## src/rtl/mips_pkg.sv

```systemverilog
// Shared MIPS pipeline definitions: opcodes, PC-source encodings, the bubble word
// and the fetch-stage state encoding.
package mips_pkg;

    localparam logic [5:0] OP_RTYPE = 6'b000000;
    localparam logic [5:0] OP_NOPE  = 6'b000001;
    localparam logic [5:0] OP_J     = 6'b000010;
    localparam logic [5:0] OP_BEQ   = 6'b000100;
    localparam logic [5:0] OP_BNE   = 6'b000101;
    localparam logic [5:0] OP_LW    = 6'b100011;
    localparam logic [5:0] OP_SW    = 6'b101011;

    localparam logic [1:0] PCSRC_SEQ = 2'b00;
    localparam logic [1:0] PCSRC_BR  = 2'b01;
    localparam logic [1:0] PCSRC_J   = 2'b10;

    // Opcode NOPE with every other field zero; the control unit decodes it as a no-op.
    localparam logic [31:0] NOP_INSTR = {OP_NOPE, 26'd0};

    typedef enum logic {
        S_REQ,
        S_HOLD
    } fetch_state_t;

endpackage

```

## src/rtl/if_id_reg.sv

```systemverilog
// IF/ID pipeline register: instruction, its PC+4 and a valid bit, with flush,
// load and hold (flush wins over load).
module if_id_reg #(
    parameter logic [31:0] NOP_INSTR = mips_pkg::NOP_INSTR
) (
    input  logic        clk,
    input  logic        rst,
    input  logic        load,
    input  logic        flush,
    input  logic [31:0] instr_d,
    input  logic [31:0] pc4_d,
    output logic [31:0] instr,
    output logic [31:0] pc4,
    output logic        valid
);

    // NOTE: sequential state uses non-blocking (<=) so every flop samples pre-edge values.
    always_ff @(posedge clk or posedge rst) begin
        if (rst) begin
            instr <= NOP_INSTR;
            pc4   <= 32'd0;
            valid <= 1'b0;
        end else if (flush) begin
            instr <= NOP_INSTR;
            valid <= 1'b0;
        end else if (load) begin
            instr <= instr_d;
            pc4   <= pc4_d;
            valid <= 1'b1;
        end
    end

endmodule

```

## src/rtl/instr_fetch_unit.sv

```systemverilog
// MIPS IF stage: PC, req/ack fetch FSM with a one-entry skid buffer for stalls,
// redirect handling with stale-response dropping, and the IF/ID register.
module instr_fetch_unit import mips_pkg::*; #(
    parameter logic [31:0] RESET_PC  = 32'h0000_0000,
    parameter logic [31:0] NOP_INSTR = mips_pkg::NOP_INSTR
) (
    input  logic        clk,
    input  logic        rst,
    input  logic [1:0]  pcSrc,
    input  logic [31:0] branch_target,
    input  logic [25:0] jump_index,
    input  logic        stall,
    output logic        imem_req,
    output logic [31:0] imem_addr,
    input  logic        imem_ack,
    input  logic [31:0] imem_rdata,
    output logic [31:0] if_id_instr,
    output logic [31:0] if_id_pc4,
    output logic        if_id_valid,
    output logic [5:0]  opcode,
    output logic [5:0]  func
);

    fetch_state_t state, state_next;
    logic [31:0]  pc, pc_next, pc_plus4, next_target;
    logic [31:0]  skid_instr, skid_pc4;
    logic         skid_load;
    logic         drop, drop_next;
    logic         redirect;
    logic         ifid_load, ifid_flush;
    logic [31:0]  ifid_instr_d, ifid_pc4_d;

    assign pc_plus4  = pc + 32'd4;
    assign redirect  = (pcSrc == PCSRC_BR) || (pcSrc == PCSRC_J);
    assign imem_req  = (state == S_REQ) && !rst;
    assign imem_addr = pc;

    always_comb begin
        case (pcSrc)
            PCSRC_BR: next_target = branch_target & 32'hFFFF_FFFC;
            PCSRC_J:  next_target = {if_id_pc4[31:28], jump_index, 2'b00};
            default:  next_target = pc_plus4;
        endcase
    end

    // NOTE: every output of this block gets a default first, so no path infers a latch.
    always_comb begin
        state_next   = state;
        pc_next      = pc;
        drop_next    = drop;
        skid_load    = 1'b0;
        ifid_load    = 1'b0;
        ifid_flush   = 1'b0;
        ifid_instr_d = imem_rdata;
        ifid_pc4_d   = pc_plus4;
        case (state)
            S_REQ: begin
                // A request left in flight by a redirect stays stale until its ack arrives.
                drop_next = (drop || redirect) && !imem_ack;
                if (redirect) begin
                    pc_next    = next_target;
                    ifid_flush = 1'b1;
                end else if (drop) begin
                    ifid_flush = !stall;
                end else if (imem_ack && !stall) begin
                    ifid_load = 1'b1;
                    pc_next   = pc_plus4;
                end else if (imem_ack) begin
                    skid_load  = 1'b1;
                    pc_next    = pc_plus4;
                    state_next = S_HOLD;
                end else if (!stall) begin
                    ifid_flush = 1'b1;
                end
            end
            S_HOLD: begin
                if (redirect) begin
                    pc_next    = next_target;
                    ifid_flush = 1'b1;
                    state_next = S_REQ;
                end else if (!stall) begin
                    ifid_load    = 1'b1;
                    ifid_instr_d = skid_instr;
                    ifid_pc4_d   = skid_pc4;
                    state_next   = S_REQ;
                end
            end
            default: state_next = S_REQ;
        endcase
    end

    always_ff @(posedge clk or posedge rst) begin
        if (rst) begin
            state <= S_REQ;
            pc    <= RESET_PC;
            drop  <= 1'b0;
        end else begin
            state <= state_next;
            pc    <= pc_next;
            drop  <= drop_next;
        end
    end

    // NOTE: skid data needs no reset; it is only read in S_HOLD, after skid_load wrote it.
    always_ff @(posedge clk) begin
        if (skid_load) begin
            skid_instr <= imem_rdata;
            skid_pc4   <= pc_plus4;
        end
    end

    if_id_reg #(
        .NOP_INSTR (NOP_INSTR)
    ) u_if_id (
        .clk     (clk),
        .rst     (rst),
        .load    (ifid_load),
        .flush   (ifid_flush),
        .instr_d (ifid_instr_d),
        .pc4_d   (ifid_pc4_d),
        .instr   (if_id_instr),
        .pc4     (if_id_pc4),
        .valid   (if_id_valid)
    );

    assign opcode = if_id_instr[31:26];
    assign func   = if_id_instr[5:0];

endmodule

```

## config.mk

```make
export PLATFORM = sky130hd
export DESIGN_NAME = instr_fetch_unit
export DESIGN_NICKNAME = d
export VERILOG_FILES = /design/src/rtl/mips_pkg.sv /design/src/rtl/if_id_reg.sv /design/src/rtl/instr_fetch_unit.sv
export SDC_FILE = /design/constraint.sdc
export NUM_CORES = 1
export LEC_CHECK = 0
export ABC_AREA = 1
export ABC_CLOCK_PERIOD_IN_PS = 3600
export CAP_MARGIN = 20
export CELL_PAD_IN_SITES_DETAIL_PLACEMENT = 0
export CELL_PAD_IN_SITES_GLOBAL_PLACEMENT = 1
export CORE_ASPECT_RATIO = 0.75
export CORE_UTILIZATION = 32
export DETAILED_ROUTE_END_ITERATION = 16
export PLACE_DENSITY_LB_ADDON = 0.1
export SLEW_MARGIN = 20
export SYNTH_ARGS = -nofsm -noshare
export SYNTH_HDL_FRONTEND = slang
export SYNTH_SLANG_ARGS = --single-unit
```

## constraint.sdc

```tcl
create_clock -name clk -period 3.6 [get_ports clk]
set_input_delay 0.72 -clock clk [delete_from_list [all_inputs] [get_ports clk]]
set_output_delay 0.72 -clock clk [all_outputs]
set_load 0.02 [all_outputs]
```

Word level (Yosys, flattened, before mapping):

Index checks and enable logic that the tools add are counted.

* memory bits (read-only): 0
* memories: 0
* word-level logic and storage cells: 64
* bits in latches: 0
* register bits after elaboration: 163
* input bits: 96
* bits in writable memories: 0

* divide/modulo/power cells: 0
* muxes and demuxes: 37
* $add $sub $neg: 1
* multipliers: 0
* shift-type cells: 0
* eq/ne operators: 5
* $lt $le $gt $ge: 0
* bitwise gates (word level): 2
* reductions and logical operators: 11

Operators with widths (number)
* $mux 32: 13
* $pmux 32 s2: 2
* $add 32x3->32 const B: 1
* $mux 1: 19
* $pmux 1 s2: 3
* $ne 4x3->1 const B: 1
* $logic_and 1x1->1: 3
* $logic_not 1->1: 3
* $ne 3x3->1 const B: 1
* $reduce_and 3->1: 1
* $eq 2x1->1 const B: 1
* $eq 2x2->1 const B: 1
* $logic_or 1x1->1: 2
* $ne 2x1->1 const B: 1
* $not 1->1: 2
* $reduce_and 2->1: 1
* $reduce_bool 2->1: 1

Longest topological paths before layout:

* word-level depth: 8
* depth in mapped cells: 10

Hierarchy:

Synthesis repeated with hierarchy kept, for this count alone.

* cell total of the unflattened synthesis: 995
* area total of the unflattened synthesis: 8212.9 µm²

Modules (own cells, without submodules)
* instr_fetch_unit: cells an instance 712, area each 5661.7 µm², seq. area each 2772.7 µm², instances 1
* if_id_reg: cells an instance 283, area each 2551.2 µm², seq. area each 1627.8 µm², instances 1

Least setup slack after synthesis:

OpenSTA, ideal clock, no wires.

* kind: in2reg
* start: input pcSrc[0]
* end: register skid_instr[0], enable pin
* setup time: 486 ps
* required time: 3114 ps
* arrival: 3937 ps
* slack: -823 ps
* buffers on the path: 0
* stages: 4
* cells stage by stage: inv_1 -> ha_1 -> nand2_1 -> nor2_1

* cells in the longest elaborated chain, start to end: 4

Ends and longest elaborated chain
* from (decl): RTL line instr_fetch_unit.sv:9 `input logic [1:0] pcSrc,`
* $eq 2x1->1 / $eq 2x2->1 (equally long branches): RTL line instr_fetch_unit.sv:34 `assign redirect = (pcSrc == PCSRC_BR) || (pcSrc == PCSRC_J);`
* $logic_or 1x1->1 (*): RTL line instr_fetch_unit.sv:34
* $mux 1 (*): RTL line instr_fetch_unit.sv:60 `if (redirect) begin`
* $mux 1 (*): RTL line instr_fetch_unit.sv:56 `case (state)`
* named net skid_load: RTL line instr_fetch_unit.sv:27 `logic skid_load;`
* to (signal assigned): RTL line instr_fetch_unit.sv:107 `skid_instr <= imem_rdata;`
* to (decl): RTL line instr_fetch_unit.sv:26 `logic [31:0] skid_instr, skid_pc4;`

The timed path passes the listed nets; every way through them passes the cells marked *.
A chain may end at the register's enable or synchronous reset.

Worst setup path in the final report:

* start: input rst
* end: output imem_req

* cells in the longest elaborated chain, start to end: 2

Ends and longest elaborated chain
* from (decl): RTL line instr_fetch_unit.sv:8 `input logic rst,`
* $logic_not 1->1 (no source line)
* $logic_and 1x1->1: RTL line instr_fetch_unit.sv:35 `assign imem_req = (state == S_REQ) && !rst;`
* to (decl): RTL line instr_fetch_unit.sv:13 `output logic imem_req,`

Every way passes these cells.

==> results.sh <==
export IMPL_status="completed"
export IMPL_syn_to_final_growth_pct=39.5
export IMPL_slowest_stage="clkdlybuf4s50_1"
export IMPL_yosys_area_share_simple_pct=24.8
export IMPL_yosysTopAreaCell="dfrtp_1"
export IMPL_clock_sinks=163
export IMPL_min_to="u_if_id.valid$_DFFE_PP0P_"
export IMPL_post_route_period_util_pct=72.5
export IMPL_initial_core_util_pct=33.1
export IMPL_synth_edf_count=64
export IMPL_relSlewSlack_pct=54.5
export IMPL_start_kind="primary input"
export IMPL_layout_drive_gt1_share_pct=6.66
export IMPL_skew_ps=8.09
export IMPL_path_clk_slew_ps=60
export IMPL_fmax_ghz=0.383
export IMPL_dieArea_um2=24700
export IMPL_synth_common_cells="281 x nand2_1, 120 x nor2_1, 98 x dfrtp_1, 70 x o21ai_0, 64 x edfxtp_1"
export IMPL_maxCapViolCount=0
export IMPL_htreeDepth=4
export IMPL_final_antenna_net_count=0
export IMPL_yosys_warnings=0
export IMPL_num_nets_final=1182
export IMPL_cts_repair_resized=0
export IMPL_reg2reg_to="skid_pc4[12]$_DFFE_PP_"
export IMPL_vias_per_cell=4.75
export IMPL_hpwl_um=16900
export IMPL_n_antenna_cell=0
export IMPL_num_vias=6632
export IMPL_dr_pass1_iters=5
export IMPL_hold_violations=0
export IMPL_crit_arrival_ps=1890
export IMPL_synthAdderAreaFrac_pct=0.487
export IMPL_ir_drop_uv=346
export IMPL_p_per_area_nw_per_um2=526
export IMPL_antenna_found_initial=0
export IMPL_rrSetupSlack_ps=1390
export IMPL_seq_area_frac_synth_pct=57.0
export IMPL_rows=48
export IMPL_finalSetupViolCount=0
export IMPL_power_leakage_nw=4.52
export IMPL_crit_family="buffers and inverters"
export IMPL_place_area_um2=10100
export IMPL_grt_max_degree=54
export IMPL_die_height_um=136
export IMPL_max_stage_delay_ps=600
export IMPL_syn_area_um2=7710
export IMPL_cp_num_buf_inv=2
export IMPL_coreArea_um2=23300
export IMPL_place_congestion=0.842
export IMPL_cp_max_fo=2
export IMPL_r2r_cells=5
export IMPL_clk_latency_ps=430
export IMPL_synthXorXnorAreaFrac_pct=0.795
export IMPL_hp_class="reg2reg"
export IMPL_drv_slew=0
export IMPL_min_from="u_if_id.valid$_DFFE_PP0P_"
export IMPL_postCtsHoldBufs=0
export IMPL_drt_total_wl_um=24200
export IMPL_post_synth_cell_area_avg_um2=8.68
export IMPL_grt_pass1_vias=6218
export IMPL_required_ps=2880
export IMPL_async_flop_share_pct=60.7
export IMPL_finalSetupTns_ps=0
export IMPL_yosysMostFrequentCell="nand2_1"
export IMPL_hold_depth=2
export IMPL_timing_rr_start="state$_DFF_PP0_"
export IMPL_synthFlopType="dfrtp_1"
export IMPL_globalRouteOverflowTotal=0
export IMPL_worst_pin_slew_ps=682
export IMPL_synthTopCellsByArea="dfrtp_1 32%, edfxtp_1 25%, nand2_1 14%"
export IMPL_synth_mux_area_share_pct=0
export IMPL_grt_first_pass_wirelength_um=37100
export IMPL_cts_setup_buffers=0
export IMPL_syn_inst=889
export IMPL_cp_common_cell="clkdlybuf4s50_1"
export IMPL_track_usage_pct=20.2
export IMPL_synth_ff_latch_count=163
export IMPL_drc=0
export IMPL_final_cell_area_um2=10800
export IMPL_fin_crit_ps=2610
export IMPL_synth_cell_types=31
export IMPL_synth_top_family_by_area="simple AND/OR/NAND/NOR gates"
export IMPL_cts_tree="built"
export IMPL_pin_count=206
export IMPL_cp_end_kind="output port"
export IMPL_worstPathCellList="clkdlybuf4s50_1 > nor2_1 > clkdlybuf4s50_1"
export IMPL_cts_buffers=17
export IMPL_critical_path_class="in2out"
export IMPL_root_buffer="clkbuf_16"
export IMPL_power_mw=5.66
export IMPL_synth_compound_area_share_pct=11.2
export IMPL_cts_buffer_depth=2
export IMPL_io_buffers=203
export IMPL_syn_nets=988
export IMPL_wl_per_cell_um=17.3
export IMPL_drt_initial_drc_count=503
export IMPL_yosysTopAreaCellShare_pct=31.8
export IMPL_rsz0062_at_grt="false"
export IMPL_die_width_um=181
[where the power goes]
part           leakage (nW)  switching (mW)  total, mW  internal [mW]
clock network         0.301           0.814       1.96           1.14
registers              1.89           0.181       2.35           2.17
logic                  2.32           0.745       1.36          0.615
[worst reg2reg max path, stage by stage, from the launching register on]
cell     delay, ps
dfrtp_1        360
buf_4          210
inv_2          340
nand3_1        280
nor2_4         390
buf_12         280
[cells in the final DEF, fill, tap and decap left out, types with 21 or more instances in the layout]
cell / Yosys / final
a21oi_1: 21 / 21
a22o_1: 30 / 30
clkdlybuf4s50_1: 0 / 203
dfrtp_1: 98 / 98
edfxtp_1: 64 / 64
inv_1: 43 / 42
nand2_1: 281 / 281
nand3_1: 53 / 53
nor2_1: 120 / 118
o21ai_0: 70 / 70
[stage by stage]
| stage | std cells | worst slack [ps] | utilization [%] | hold slack [ps] |
|---|---|---|---|---|
| floorplan | 889 | 241 | - | 463 |
| global placement | 1364 | 654 | 43.5 | 464 |
| detailed placement | 1364 | 616 | 43.5 | 465 |
| CTS | 1396 | 985 | 46.2 | 483 |
| global route | 1396 | 953 | 46.2 | 510 |
| finish | 1396 | 990 | 46.2 | 476 |
[layer usage]
| layer | track usage (%) | vias to the layer above | wire, um |
|---|---|---|---|
| met2 | 27.3 | 160 | 9830 |
| met4 | 5.93 | 0 | 298 |
| met1 | 31.5 | 3137 | 12900 |
| met5 | 0 | - | 0 |
| li1 | - | 3320 | - |
| met3 | 4.39 | 15 | 1160 |
[sequential cells by signal, summed over array words and instances (netlist names)]
| register | flops |
|---|---|
| drop | 1 |
| imem_addr | 32 |
| skid_instr | 32 |
| skid_pc4 | 32 |
| state | 1 |
| u_if_id.instr | 32 |
| u_if_id.pc4 | 32 |
| u_if_id.valid | 1 |
[final cells by class]
| cell class | count | area (um^2) |
|---|---|---|
| Inverter | 47 | 179 |
| Timing Repair Buffer | 226 | 2290 |
| Clock inverter | 13 | 171 |
| Fill cell | 2295 | 12500 |
| Multi-Input combinational cell | 628 | 2890 |
| Clock buffer | 19 | 453 |
| Sequential cell | 163 | 4400 |
| Tap cell | 300 | 375 |
[worst max path at each step]
stage | startpoint | endpoint | slack [ps] | cells past startpoint
after CTS | rst | imem_req | 980 | 3
after floorplan | pcSrc[0] | skid_instr[0]$_DFFE_PP_ | 240 | 4
final | rst | imem_req | 990 | 3
after global routing | rst | imem_req | 950 | 3
after detailed placement | pcSrc[0] | u_if_id.instr[12]$_DFFE_PP0P_ | 620 | 9
after global placement | pcSrc[0] | imem_addr[5]$_DFFE_PP0P_ | 650 | 6
[kinds of logic after synthesis]
kind of cell	after synthesis
AO/OA/AOI/OAI	145
buffers and inverters	98
XOR/XNOR	7
AND/OR/NAND/NOR	473
flip-flops	163
adder cells (fa/ha/maj)	3
No activity file was read; power rests on OpenSTA's default activity.
